==> src/rtl/approx_adder_pkg.sv <==
`default_nettype none
// ============================================================================
// Module      : approx_adder_pkg
// Description : Mode encoding and the approximate-sum function shared by the
//               approximate adder pipeline.
// Revision    : 1.0 - initial release
// ============================================================================
package approx_adder_pkg;

    typedef enum logic [1:0] {
        MODE_EXACT = 2'd0,
        MODE_LOA   = 2'd1,
        MODE_TRUNC = 2'd2
    } mode_e;

    // Operands are zero-extended to this width before entering approx_sum,
    // so callers must keep WIDTH <= APPROX_MAX_W.
    localparam int unsigned APPROX_MAX_W = 32;

    // Approximate sum of the low `width` bits of a and b; the low `lpp` bits
    // are approximated. Mode 3 falls through to the exact sum.
    function automatic logic [APPROX_MAX_W:0] approx_sum(
        input logic [APPROX_MAX_W-1:0] a,
        input logic [APPROX_MAX_W-1:0] b,
        input logic [1:0]              mode,
        input int unsigned             width,
        input int unsigned             lpp
    );
        logic [APPROX_MAX_W-1:0] width_mask;
        logic [APPROX_MAX_W-1:0] lo_mask;
        logic [APPROX_MAX_W-1:0] a_m;
        logic [APPROX_MAX_W-1:0] b_m;
        logic                    carry;
        logic [APPROX_MAX_W:0]   hi_sum;
        logic [APPROX_MAX_W:0]   carry_in;
        logic [APPROX_MAX_W:0]   result;

        width_mask = '0;
        lo_mask    = '0;
        carry      = 1'b0;
        for (int unsigned i = 0; i < APPROX_MAX_W; i++) begin
            width_mask[i] = (i < width);
            lo_mask[i]    = (i < lpp);
            if (i + 1 == lpp) begin
                carry = a[i] & b[i];
            end
        end

        a_m = a & width_mask;
        b_m = b & width_mask;

        // The upper operands keep their bit positions, so the carry is simply
        // injected at weight 2**lpp.
        hi_sum   = {1'b0, a_m & ~lo_mask} + {1'b0, b_m & ~lo_mask};
        carry_in = {{APPROX_MAX_W{1'b0}}, carry} << lpp;

        case (mode)
            MODE_LOA:   result = (hi_sum + carry_in) | {1'b0, (a_m | b_m) & lo_mask};
            MODE_TRUNC: result = hi_sum;
            default:    result = {1'b0, a_m} + {1'b0, b_m};
        endcase
        return result;
    endfunction

endpackage
`default_nettype wire

==> src/rtl/approx_adder_pipe_mon_err_stats.sv <==
`default_nettype none
// ============================================================================
// Module      : approx_err_stats
// Description : Saturating sample/violation counters, running maximum error
//               and sticky threshold flag, updated on each output transfer.
// Revision    : 1.0 - initial release
// ============================================================================
module approx_err_stats #(
    parameter int unsigned ERR_W = 5,
    parameter int unsigned ET    = 14,
    parameter int unsigned CNT_W = 16
) (
    input  logic             clk,
    input  logic             rst,
    input  logic             clear,
    input  logic             xfer,
    input  logic [ERR_W-1:0] err,
    output logic [CNT_W-1:0] stat_samples,
    output logic [CNT_W-1:0] stat_viol,
    output logic [ERR_W-1:0] stat_max_err,
    output logic             et_violation
);

    logic [CNT_W-1:0] r_samples;
    logic [CNT_W-1:0] r_viol;
    logic [ERR_W-1:0] r_max_err;
    logic             r_et_violation;
    logic             w_over;

    assign w_over = (64'(err) > 64'(ET));

    // clear takes priority over a coinciding transfer, which is then not counted.
    always_ff @(posedge clk) begin
        if (rst || clear) begin
            r_samples      <= '0;
            r_viol         <= '0;
            r_max_err      <= '0;
            r_et_violation <= 1'b0;
        end else if (xfer) begin
            if (r_samples != '1) begin
                r_samples <= r_samples + CNT_W'(1);
            end
            if (w_over) begin
                if (r_viol != '1) begin
                    r_viol <= r_viol + CNT_W'(1);
                end
                r_et_violation <= 1'b1;
            end
            if (err > r_max_err) begin
                r_max_err <= err;
            end
        end
    end

    assign stat_samples = r_samples;
    assign stat_viol    = r_viol;
    assign stat_max_err = r_max_err;
    assign et_violation = r_et_violation;

endmodule
`default_nettype wire

==> src/rtl/approx_adder_pipe_mon.sv <==
`default_nettype none
// ============================================================================
// Module      : approx_adder_pipe_mon
// Description : Two-stage valid/ready approximate adder (exact/LOA/truncate)
//               with exact reference sum, absolute error and error statistics.
// Revision    : 1.0 - initial release
// ============================================================================
module approx_adder_pipe_mon
    import approx_adder_pkg::*;
#(
    parameter int unsigned WIDTH = 4,
    parameter int unsigned LPP   = 2,
    parameter int unsigned ET    = 14,
    parameter int unsigned CNT_W = 16
) (
    input  logic             clk,
    input  logic             rst,
    input  logic             in_valid,
    output logic             in_ready,
    input  logic [WIDTH-1:0] in_a,
    input  logic [WIDTH-1:0] in_b,
    input  logic [1:0]       in_mode,
    output logic             out_valid,
    input  logic             out_ready,
    output logic [WIDTH:0]   out_sum,
    output logic [WIDTH:0]   out_exact,
    output logic [WIDTH:0]   out_err,
    input  logic             clear,
    output logic [CNT_W-1:0] stat_samples,
    output logic [CNT_W-1:0] stat_viol,
    output logic [WIDTH:0]   stat_max_err,
    output logic             et_violation
);

    localparam int unsigned c_sum_w = WIDTH + 1;

    logic               w_en;
    logic               r_s1_valid;
    logic [WIDTH-1:0]   r_a;
    logic [WIDTH-1:0]   r_b;
    logic [1:0]         r_mode;

    logic [c_sum_w-1:0] w_exact;
    logic [c_sum_w-1:0] w_approx;
    logic [c_sum_w:0]   w_diff;
    logic [c_sum_w-1:0] w_err;

    logic               r_out_valid;
    logic [c_sum_w-1:0] r_sum;
    logic [c_sum_w-1:0] r_exact;
    logic [c_sum_w-1:0] r_err;

    // Single global enable: both stages advance together or both hold.
    assign w_en     = !r_out_valid || out_ready;
    assign in_ready = w_en;

    always_ff @(posedge clk) begin
        if (rst) begin
            r_s1_valid <= 1'b0;
            r_a        <= '0;
            r_b        <= '0;
            r_mode     <= MODE_EXACT;
        end else if (w_en) begin
            r_s1_valid <= in_valid;
            if (in_valid) begin
                r_a    <= in_a;
                r_b    <= in_b;
                r_mode <= in_mode;
            end
        end
    end

    assign w_exact  = {1'b0, r_a} + {1'b0, r_b};
    assign w_approx = c_sum_w'(approx_sum(APPROX_MAX_W'(r_a), APPROX_MAX_W'(r_b),
                                          r_mode, WIDTH, LPP));

    // One extra bit so the sign of exact - approx is never lost.
    assign w_diff = {1'b0, w_exact} - {1'b0, w_approx};
    assign w_err  = w_diff[c_sum_w] ? c_sum_w'(-w_diff) : c_sum_w'(w_diff);

    always_ff @(posedge clk) begin
        if (rst) begin
            r_out_valid <= 1'b0;
            r_sum       <= '0;
            r_exact     <= '0;
            r_err       <= '0;
        end else if (w_en) begin
            r_out_valid <= r_s1_valid;
            if (r_s1_valid) begin
                r_sum   <= w_approx;
                r_exact <= w_exact;
                r_err   <= w_err;
            end
        end
    end

    assign out_valid = r_out_valid;
    assign out_sum   = r_sum;
    assign out_exact = r_exact;
    assign out_err   = r_err;

    approx_err_stats #(
        .ERR_W (c_sum_w),
        .ET    (ET),
        .CNT_W (CNT_W)
    ) u_stats (
        .clk          (clk),
        .rst          (rst),
        .clear        (clear),
        .xfer         (r_out_valid && out_ready),
        .err          (r_err),
        .stat_samples (stat_samples),
        .stat_viol    (stat_viol),
        .stat_max_err (stat_max_err),
        .et_violation (et_violation)
    );

endmodule
`default_nettype wire

==> config.mk <==
export PLATFORM = sky130hd
export DESIGN_NAME = approx_adder_pipe_mon
export DESIGN_NICKNAME = d
export VERILOG_FILES = /design/src/rtl/approx_adder_pkg.sv /design/src/rtl/approx_adder_pipe_mon_err_stats.sv /design/src/rtl/approx_adder_pipe_mon.sv
export SDC_FILE = /design/constraint.sdc
export NUM_CORES = 1
export LEC_CHECK = 0
export ABC_AREA = 0
export ABC_CLOCK_PERIOD_IN_PS = 4100
export BUFFER_PORTS_ARGS = -buffer_cell sky130_fd_sc_hd__buf_2
export CELL_PAD_IN_SITES_DETAIL_PLACEMENT = 1
export CELL_PAD_IN_SITES_GLOBAL_PLACEMENT = 1
export CORE_ASPECT_RATIO = 0.8
export CORE_MARGIN = 2
export CORE_UTILIZATION = 41
export CTS_CLUSTER_SIZE = 14
export DETAILED_ROUTE_END_ITERATION = 12
export PLACE_DENSITY = 0.9
export SKIP_LAST_GASP = 1
export SYNTH_ARGS = -nofsm -noshare
export SYNTH_HDL_FRONTEND = slang
export SYNTH_SLANG_ARGS = --single-unit
==> constraint.sdc <==
create_clock -name clk -period 4.1 [get_ports clk]
set_clock_uncertainty 0.05 [all_clocks]
set_input_delay 0.41 -clock clk [delete_from_list [all_inputs] [get_ports clk]]
set_output_delay 0.41 -clock clk [all_outputs]
set_load 0.005 [all_outputs]
# --- Yosys cells after proc, flatten, opt, wreduce, memory -nomap -nowiden ---
# Index checks and enable logic that the tools add are counted.
totals:
  register_bits: 65
  out_inout_bits: 55
  word_cells: 41
op_classes:
  reduce_logical: 10
  eq_ne: 4
  mux: 2
  n_lt_le_gt_ge: 2
  bitwise_logic: 3
  n_addsub: 8
ops:
  columns: ["op", "n"]
  rows:
  - ["adder 16 x 1 -> 16 bit, second input constant", 2]
  - ["!= test 16 bit, second input constant", 2]
  - ["adder 4 x 4 -> 5 bit", 3]
  - ["one-hot mux 5 bit (2 select lines)", 1]
  - ["AND reduction 2 bit", 5]
  - ["subtractor 5 x 5 -> 6 bit", 1]
  - ["adder 5 x 3 -> 5 bit", 1]
  - ["greater-than comparator 5 x 4 -> 1 bit, second input constant", 1]
  - ["greater-than comparator 5 bit", 1]
  - ["two-way mux 5 bit", 1]
  - ["negator 5 bit", 1]
  - ["bitwise OR 5 x 2 -> 5 bit", 1]
  - ["AND reduction 3 bit", 1]
  - ["== test 2 x 1 -> 1 bit, second input constant", 1]
  - ["== test 2 bit, second input constant", 1]
  - ["logical OR 1 bit", 2]
  - ["bitwise OR 2 bit", 1]
  - ["AND 1 bit", 1]
  - ["logical AND 1 bit", 1]
  - ["zero test 1 bit", 1]

# --- Depth between registers and ports, before layout ---
# Gate-level depths: netlist of run 1.
depth:
  ltp_word: 7
  depth_mapped: 14

# --- Cells and area by module ---
# From an unflattened synthesis of run 1, not the netlist that was laid out.
unflattened:
  cells_unflattened: 446
  area_unflattened_um2: 3699.8
by_module_without_submodules:
  columns: ["mod", "instances", "seq_area_each_um2", "cells_each", "area_each_um2"]
  rows:
  - ["approx_err_stats", 1, 760.7, 243, 2050.7]
  - ["approx_adder_pipe_mon", 1, 540.5, 203, 1649.1]

# --- Least setup slack after synthesis of run 1 ---
# Ideal clock, no wire load.
synth_path:
  path_kind: "reg-to-reg"
  startpoint: "register r_a[2]"
  endpoint: "register r_err[2], in the netlist out_err[2]"
  arrival_ns: 2.956
  n_path_buf: 0
  path_stages_with_launch: 15
  path_slack_ns: 1.032
  required_ns: 3.988
  path_cell_list: "dfxtp_1 -> ha_1 -> inv_1 -> fa_1 -> inv_1 -> ha_1 -> nor2b_1 -> o31ai_1 -> mux2_2 -> ha_1 -> a21oi_1 -> inv_1 -> a31o_2 -> or4_1 -> nand3_1"
synth_via:
  elab_chain_len: 7
  elab_cells_between_ends: 9
  classes_between: "add/sub (6); mux (2); bitwise (1)"
synth_rtl:
  columns: ["element", "line_no", "source"]
  rows:
  - ["from (decl)", "approx_adder_pipe_mon.sv:39", "logic [WIDTH-1:0] r_a;"]
  - ["from (signal assigned)", "approx_adder_pipe_mon.sv:66", "r_a <= in_a;"]
  - ["adder 4 x 4 -> 5 bit", "approx_adder_pkg.sv:54", "hi_sum = {1'b0, a_m & ~lo_mask} + {1'b0, b_m & ~lo_mask};"]
  - ["adder 5 x 3 -> 5 bit", "approx_adder_pkg.sv:58", "MODE_LOA: result = (hi_sum + carry_in) | {1'b0, (a_m | b_m) & lo_mask};"]
  - ["bitwise OR 5 x 2 -> 5 bit", "approx_adder_pkg.sv:58", null]
  - ["one-hot mux 5 bit (2 select lines)", "approx_adder_pkg.sv:57", "case (mode)"]
  - ["subtractor 5 x 5 -> 6 bit *", "approx_adder_pipe_mon.sv:78", "assign w_diff = {1'b0, w_exact} - {1'b0, w_approx};"]
  - ["negator 5 bit", "approx_adder_pipe_mon.sv:79", "assign w_err = w_diff[c_sum_w] ? c_sum_w'(-w_diff) : c_sum_w'(w_diff);"]
  - ["two-way mux 5 bit *", "approx_adder_pipe_mon.sv:79", null]
  - ["to (signal assigned)", "approx_adder_pipe_mon.sv:92", "r_err <= w_err;"]
  - ["to (decl)", "approx_adder_pipe_mon.sv:51", "logic [c_sum_w-1:0] r_err;"]
# Every way passes the cells marked *; elsewhere a longest branch is shown, timed or not.
# A chain may end at the register's enable or synchronous reset.

# --- Worst setup path after layout of run 1 ---
layout_path:
  startpoint: "register r_a[0]"
  endpoint: "register r_err[2], in the netlist out_err[2]"
layout_via:
  elab_chain_len: 6
  elab_cells_between_ends: 8
  classes_between: "add/sub (4); mux (2); bitwise (2)"
layout_rtl:
  columns: ["element", "line_no"]
  rows:
  - ["parallel branches: the longest is 3 deep, another holds adder 4 x 4 -> 5 bit", null]
  - ["subtractor 5 x 5 -> 6 bit *", "approx_adder_pipe_mon.sv:78"]
  - ["negator 5 bit", "approx_adder_pipe_mon.sv:79"]
  - ["two-way mux 5 bit *", "approx_adder_pipe_mon.sv:79"]
# Mark *: on every way between the ends.

==> run metrics, run 1 <==
Clk Tree Root Cell=clkbuf_8; largest cells by area after synthesis=dfxtp_1 (37%), ha_1 (8.4%), nor2_1 (4.4%); Final Cycle Share=0.8275; Required @ worst endpoint=4.33 ns; layout cell share with drive strength beyond 1=0.2211; global-route wire length before repair=15.63 mm; crit-path leading delay family=compound AO/OA/AOI/OAI gates; Pre-antenna DRT Iters=4; drt first-iter violations=166; Max-Cap Viols=0; crit-path max FO=5; vias in the first global route=3241; IO Port Bufs=69; Seq pwr share=0.449; actual slew at the worst max-slew pin=0.7522 ns; Post-synth ARST share=0; outcome=completed; num ports=70; Max clock buf depth=2; sequential fraction of the synthesis area=0.3657; vias per cell=5.492; Net Sw Power=435.3 µW; fin. max-slew vios=0; most common cell after layout, fill and taps aside=buf_2; Mapped Nets=448; CTS Hold Bufs=0; total gr overflow=0; dominant synthesized flop cell=dfxtp_1; Core Area=8446 µm²; placed cell count=571; clock share of power=0.369; RSZ-0062 raised after global routing=no; Die X=108.2 µm; GP Congestion=0.8357; largest net degree at the start of global routing=38; DRT antenna net count=0; Worst EP arrival=3.62 ns; Min-Delay Path Class=input pin to register; CTS Sinks=65; FILL cells=1042; post-synthesis cell count=405; DP Area=3976 µm²; vias=3224; FF-to-FF Start=r_a[0]; post-route cell area=4173 µm²; Setup violations, final=0; synth warn=0; Initial Util=0.4213; VDD IR max=0.0002222 V; CP startpoint=r_a[0]; combinational power share=0.182; number of flops mapped to enable cells by yosys=0; Die Y=87.33 µm; CTS tree=yes; critical path endpoint category=register; crit path capture=out_err[2]; Core Util, Final=0.4941; Area Overhead vs Synth=17.26%; Mapped Area=3558 µm²; Total Wirelength=9.521 mm; dpl hpwl=7.011 mm; post-synth top area cell=dfxtp_1; slowest stage delay, CP=0.48 ns; Worst Reg-to-Reg Cells=11; GRT Overall Usage=0.2099; Setup Buffers After CTS=0; WL per Instance=16.22 µm; full die area=9445 µm²; WS Path Type=register to register; Syn Area/Cell=8.786 µm²; cells along the critical path=ha_1 -> inv_1 -> fa_1 -> o32ai_1 -> a21oi_1 -> ha_1 -> a21oi_1 -> nand2_1 -> a31o_2 -> or4_1 -> nand3_1; RR Endpoint=out_err[2]; number of cell rows=30; Leak Pwr=0.001777 µW; worst skew pair latency=0.35 ns; Netlist cell types=59; initial antenna violation count=0; Power Dens Cells=358.0 nW/µm²; final hold vios=0; Layout Nets=513; Setup crit start kind=register; min Tclk post-route=3.393 ns; Switching Fraction=0.2914; Crit path depth=11; FF-to-FF setup slack=0.71 ns; FMAX=294.8 MHz; fin cells=587; share of the synthesized area in the top cell type=0.3657; register bit total from synthesis=65; CTS clk-pin slew, worst paths=0.08 ns; final setup TNS=0 ns; design internal power=1059 µW; Critical path buffers and inverters=1; critical path's slowest cell=or4_1; Rel. slew slack=0.4985; H-tree levels=3; DR DRC count=0; Pwr Total=1494 µW; clock buffer count from CTS=9; post_cts resized=0; most frequent cells in the layout=buf_2 (69), dfxtp_1 (65), nor2_1 (42); ANT cells=0
## synthesized netlist by cell type, types with 4 or more instances
cell type	number
dfxtp_1	65
nor2_1	42
nand2_1	35
inv_1	30
a21oi_1	27
ha_1	24
nand3_1	20
xnor2_1	15
clkbuf_1	13
a211oi_1	12
xor2_1	11
mux2i_1	7
nor3_1	6
o21ai_0	6
a31oi_1	5
and2_1	5
and4_1	5
nand4_1	5
fa_1	4
nor4_1	4
o2111ai_1	4
o211ai_1	4
or4_1	4
## through the flow
step	setup WS [ns]	hold WS, ns
detailed placement	0.7501	0.4034
finish	0.7074	0.2693
CTS	0.7182	0.2651
floorplan	1.032	0.3975
global placement	0.9350	0.3910
global route	0.5259	0.2678
## final cells by class
cell class	count	area (µm²)	share of cell area
flip-flops and latches	65	1301	0.3118
multi-input cells	295	2077	0.4978
clock inverters	5	55.05	0.01319
well taps	112	140.1	0.03358
repair buffers	69	345.3	0.08276
clock buffers	11	141.4	0.03388
inverters	30	112.6	0.02699
## sequential cells by signal, summed over array words and instances (netlist names)
name                  flops
out_err                   5
out_valid                 1
r_b                       4
u_stats.stat_max_err      5
u_stats.stat_viol        16
out_sum                   5
u_stats.stat_samples     16
out_exact                 5
u_stats.et_violation      1
r_a                       4
r_s1_valid                1
r_mode                    2
## worst min path at each step
stage,from,to,slack (ns),cells after the start
2_1_floorplan,r_s1_valid,out_valid,0.40,2
3_3_place_gp,out_exact[0],out_exact[0],0.39,2
3_5_place_dp,out_sum[0],out_sum[0],0.40,2
4_1_cts,in_a[3],r_a[3],0.27,3
5_1_grt,in_a[3],r_a[3],0.27,3
6_report,in_a[3],r_a[3],0.27,3
## cell families after synthesis
group                    share of synthesized area
buffers and inverters                      0.05063
adder cells (fa/ha/maj)                     0.1069
AND/OR/NAND/NOR                             0.2307
flip-flops                                  0.3657
XOR/XNOR                                   0.06399
AO/OA/AOI/OAI                               0.1530
multiplexers                               0.02918
## metal layers
layer / share of wire / GRT usage / wire length (µm) / vias to the layer above
met5: 0 / 0 / 0 / -
met2: 0.48 / 0.3562 / 4590 / 61
met3: 0.035 / 0.04862 / 332 / 16
met4: 0.020 / 0.08159 / 188 / 0
li1: - / - / - / 1570
met1: 0.46 / 0.2593 / 4409 / 1577
## worst min-delay path, stage by stage
cell and delay [ns]:
buf_2 0.10, nand3_1 0.06, a21oi_1 0.06
## power by group through the flow
stage / clock network [µW] / logic [µW] / registers, µW
after floorplan: 0 / 194 / 682
after global placement: 0 / 249 / 684
after detailed placement: 0 / 268 / 686
after CTS: 563 / 274 / 671
after global routing: 591 / 303 / 675
final: 551 / 272 / 671
No activity file was read; power rests on OpenSTA's default activity.
==> run 2: changes to the inputs <==
ABC_CLOCK_PERIOD_IN_PS = 2910   (was 4100)
CORE_UTILIZATION = 37   (was 41)
PLACE_DENSITY = 0.86   (was 0.9)
clock period = 2.91 ns   (was 4.1 ns; I/O delays follow)
==> run metrics, run 2 (synthesis gave the netlist of run 1 again) <==
vias per cell=5.427 (-1.2%); Layout Nets=541 (+5.5%); clock buffer count from CTS=9 (unchanged); worst skew pair latency=0.33 ns (-0.02 ns); H-tree levels=3 (unchanged); CTS Sinks=65 (unchanged); dpl hpwl=7.473 mm (+6.6%); crit-path max FO=5 (unchanged); Setup crit start kind=register; number of cell rows=31 (+3.3%); VDD IR max=0.0002866 V (+29%); min Tclk post-route=3.023 ns (-0.3698 ns); Area Overhead vs Synth=32.63%; critical path endpoint category=register; Initial Util=0.3871 (-0.03424); most common cell after layout, fill and taps aside=buf_2; FMAX=330.8 MHz (+12%); final hold vios=0 (unchanged); Final Cycle Share=1.039 (+0.2113); WS Path Type=register to register; Core Util, Final=0.5134 (+0.01933); FILL cells=1090 (+4.6%); failing checks=negative setup slack; DR DRC count=0 (unchanged); Pwr Total=2663 µW (+78%); Leak Pwr=0.002009 µW (+13%); WL per Instance=17.60 µm (+8.5%); worst setup margin=-0.1128 ns (-0.8202 ns); drt first-iter violations=102 (-39%); DRT antenna net count=0 (unchanged); Max clock buf depth=2 (unchanged); IO Port Bufs=69 (unchanged); global-route wire length before repair=17.64 mm (+13%); Die X=113.6 µm (+5.1%); most frequent cells in the layout=buf_2 (69), dfxtp_1 (63), nor2_1 (42); Power Dens Cells=564.2 nW/µm² (+58%); total gr overflow=0 (unchanged); CTS Hold Bufs=0 (unchanged); layout cell share with drive strength beyond 1=0.3340 (+0.1129); final setup TNS=-0.2531 ns (-0.2531 ns); vias=3354 (+4.0%); fin. max-slew vios=0 (unchanged); Min-Delay Path Class=input pin to register; Rel. slew slack=0.5717 (+0.07313); GRT Overall Usage=0.2091 (-0.0007451); Clk Tree Root Cell=clkbuf_16; Setup violations, final=4 (+4); RSZ-0062 raised after global routing=yes; Total Wirelength=10.88 mm (+14%); initial antenna violation count=0 (unchanged); actual slew at the worst max-slew pin=0.6382 ns (-0.1140 ns); vias in the first global route=3528 (+8.9%); num ports=70 (unchanged); Core Area=9193 µm² (+8.8%); CTS clk-pin slew, worst paths=0.06 ns (-0.02 ns); Max-Cap Viols=0 (unchanged); Die Y=91.72 µm (+5.0%); Worst EP arrival=3.17 ns (-0.45 ns); largest net degree at the start of global routing=33 (-13%); outcome=finished with violations; ANT cells=0 (unchanged); Pre-antenna DRT Iters=4 (unchanged); full die area=10420 µm² (+10%); GP Congestion=0.8660 (+3.6%); CTS tree=yes; pre-CTS setup slack=-0.2056 ns (-0.9556 ns); Required @ worst endpoint=3.05 ns (-1.28 ns)
[run 2: cell types whose count changed in the layout (fill, tap and decap cells not counted), moves of 5 or more]
| cell | delta |
|---|---|
| buf_4 | +28 |
| clkbuf_16 | +9 |
| clkbuf_8 | -9 |
| a21oi_1 | -6 |
| ha_1 | -5 |
| ha_4 | +5 |
[run 2: path summary, 6_finish.rpt]
kind                     start      endpoint  slack, ns  cells past startpoint
hold reg to reg   out_exact[0]  out_exact[0]       0.42                      2
hold / removal         in_a[3]        r_a[3]       0.17                      3
setup / recovery        r_b[2]    out_err[4]      -0.11                     14
setup reg to reg        r_b[2]    out_err[4]      -0.11                     14
[run 2: worst max-delay path, cell delays in order, from the launching register on]
cell and delay, ns:
dfxtp_2 0.36, ha_4 0.14, inv_2 0.03, fa_1 0.51, inv_2 0.06, ha_4 0.17, nor2b_4 0.11, o31ai_2 0.06
mux2_4 0.28, ha_4 0.22, a21oi_2 0.14, inv_2 0.06, a31o_4 0.23, a2111oi_4 0.40, a211oi_2 0.08
[run 2: timing repair]
action / in CTS / in global routing
hold endpoints to repair: 0 / 0
gates resized for setup: 20 / 18
pin swaps: 5 / 12
buffers inserted: 0 / 1
endpoints found under the setup margin: 4 / 4
[run 2: area by class of cell]
cell class,instances,area [µm²],area share
inverter,30,112.6,0.02386
tap,115,143.9,0.03049
timing repair buffer,97,555.5,0.1177
clock inverter,6,67.56,0.01432
multi-input combinational,295,2297,0.4867
sequential,65,1304,0.2762
clock buffer,10,239.0,0.05064
[run 2: routing by layer]
metal  vias to the layer above  GRT usage  wire length (µm)
met2                        68     0.3603              5308
met1                      1646     0.2583              5014
li1                       1619          -                 -
met5                         -          0                 0
met4                         0    0.07419               237
met3                        21    0.04362               314
[run 2: metrics by stage]
stage          hold WS, ns  instance area, µm²  instances
2_1_floorplan       0.3885                3596        405
3_3_place_gp        0.3907                4220        601
3_5_place_dp        0.4050                4220        601
4_1_cts             0.1671                4613        617
5_1_grt             0.1788                4720        618
6_report            0.1711                4720        618
[run 2: report_power, final]
part           switching, µW  internal [µW]  total (µW)  leakage, µW
Combinational            327            287         614      0.00134
Clock                    413            688        1100     0.000145
Sequential              30.8            917         948     0.000528
Total                    771           1890        2660      0.00201
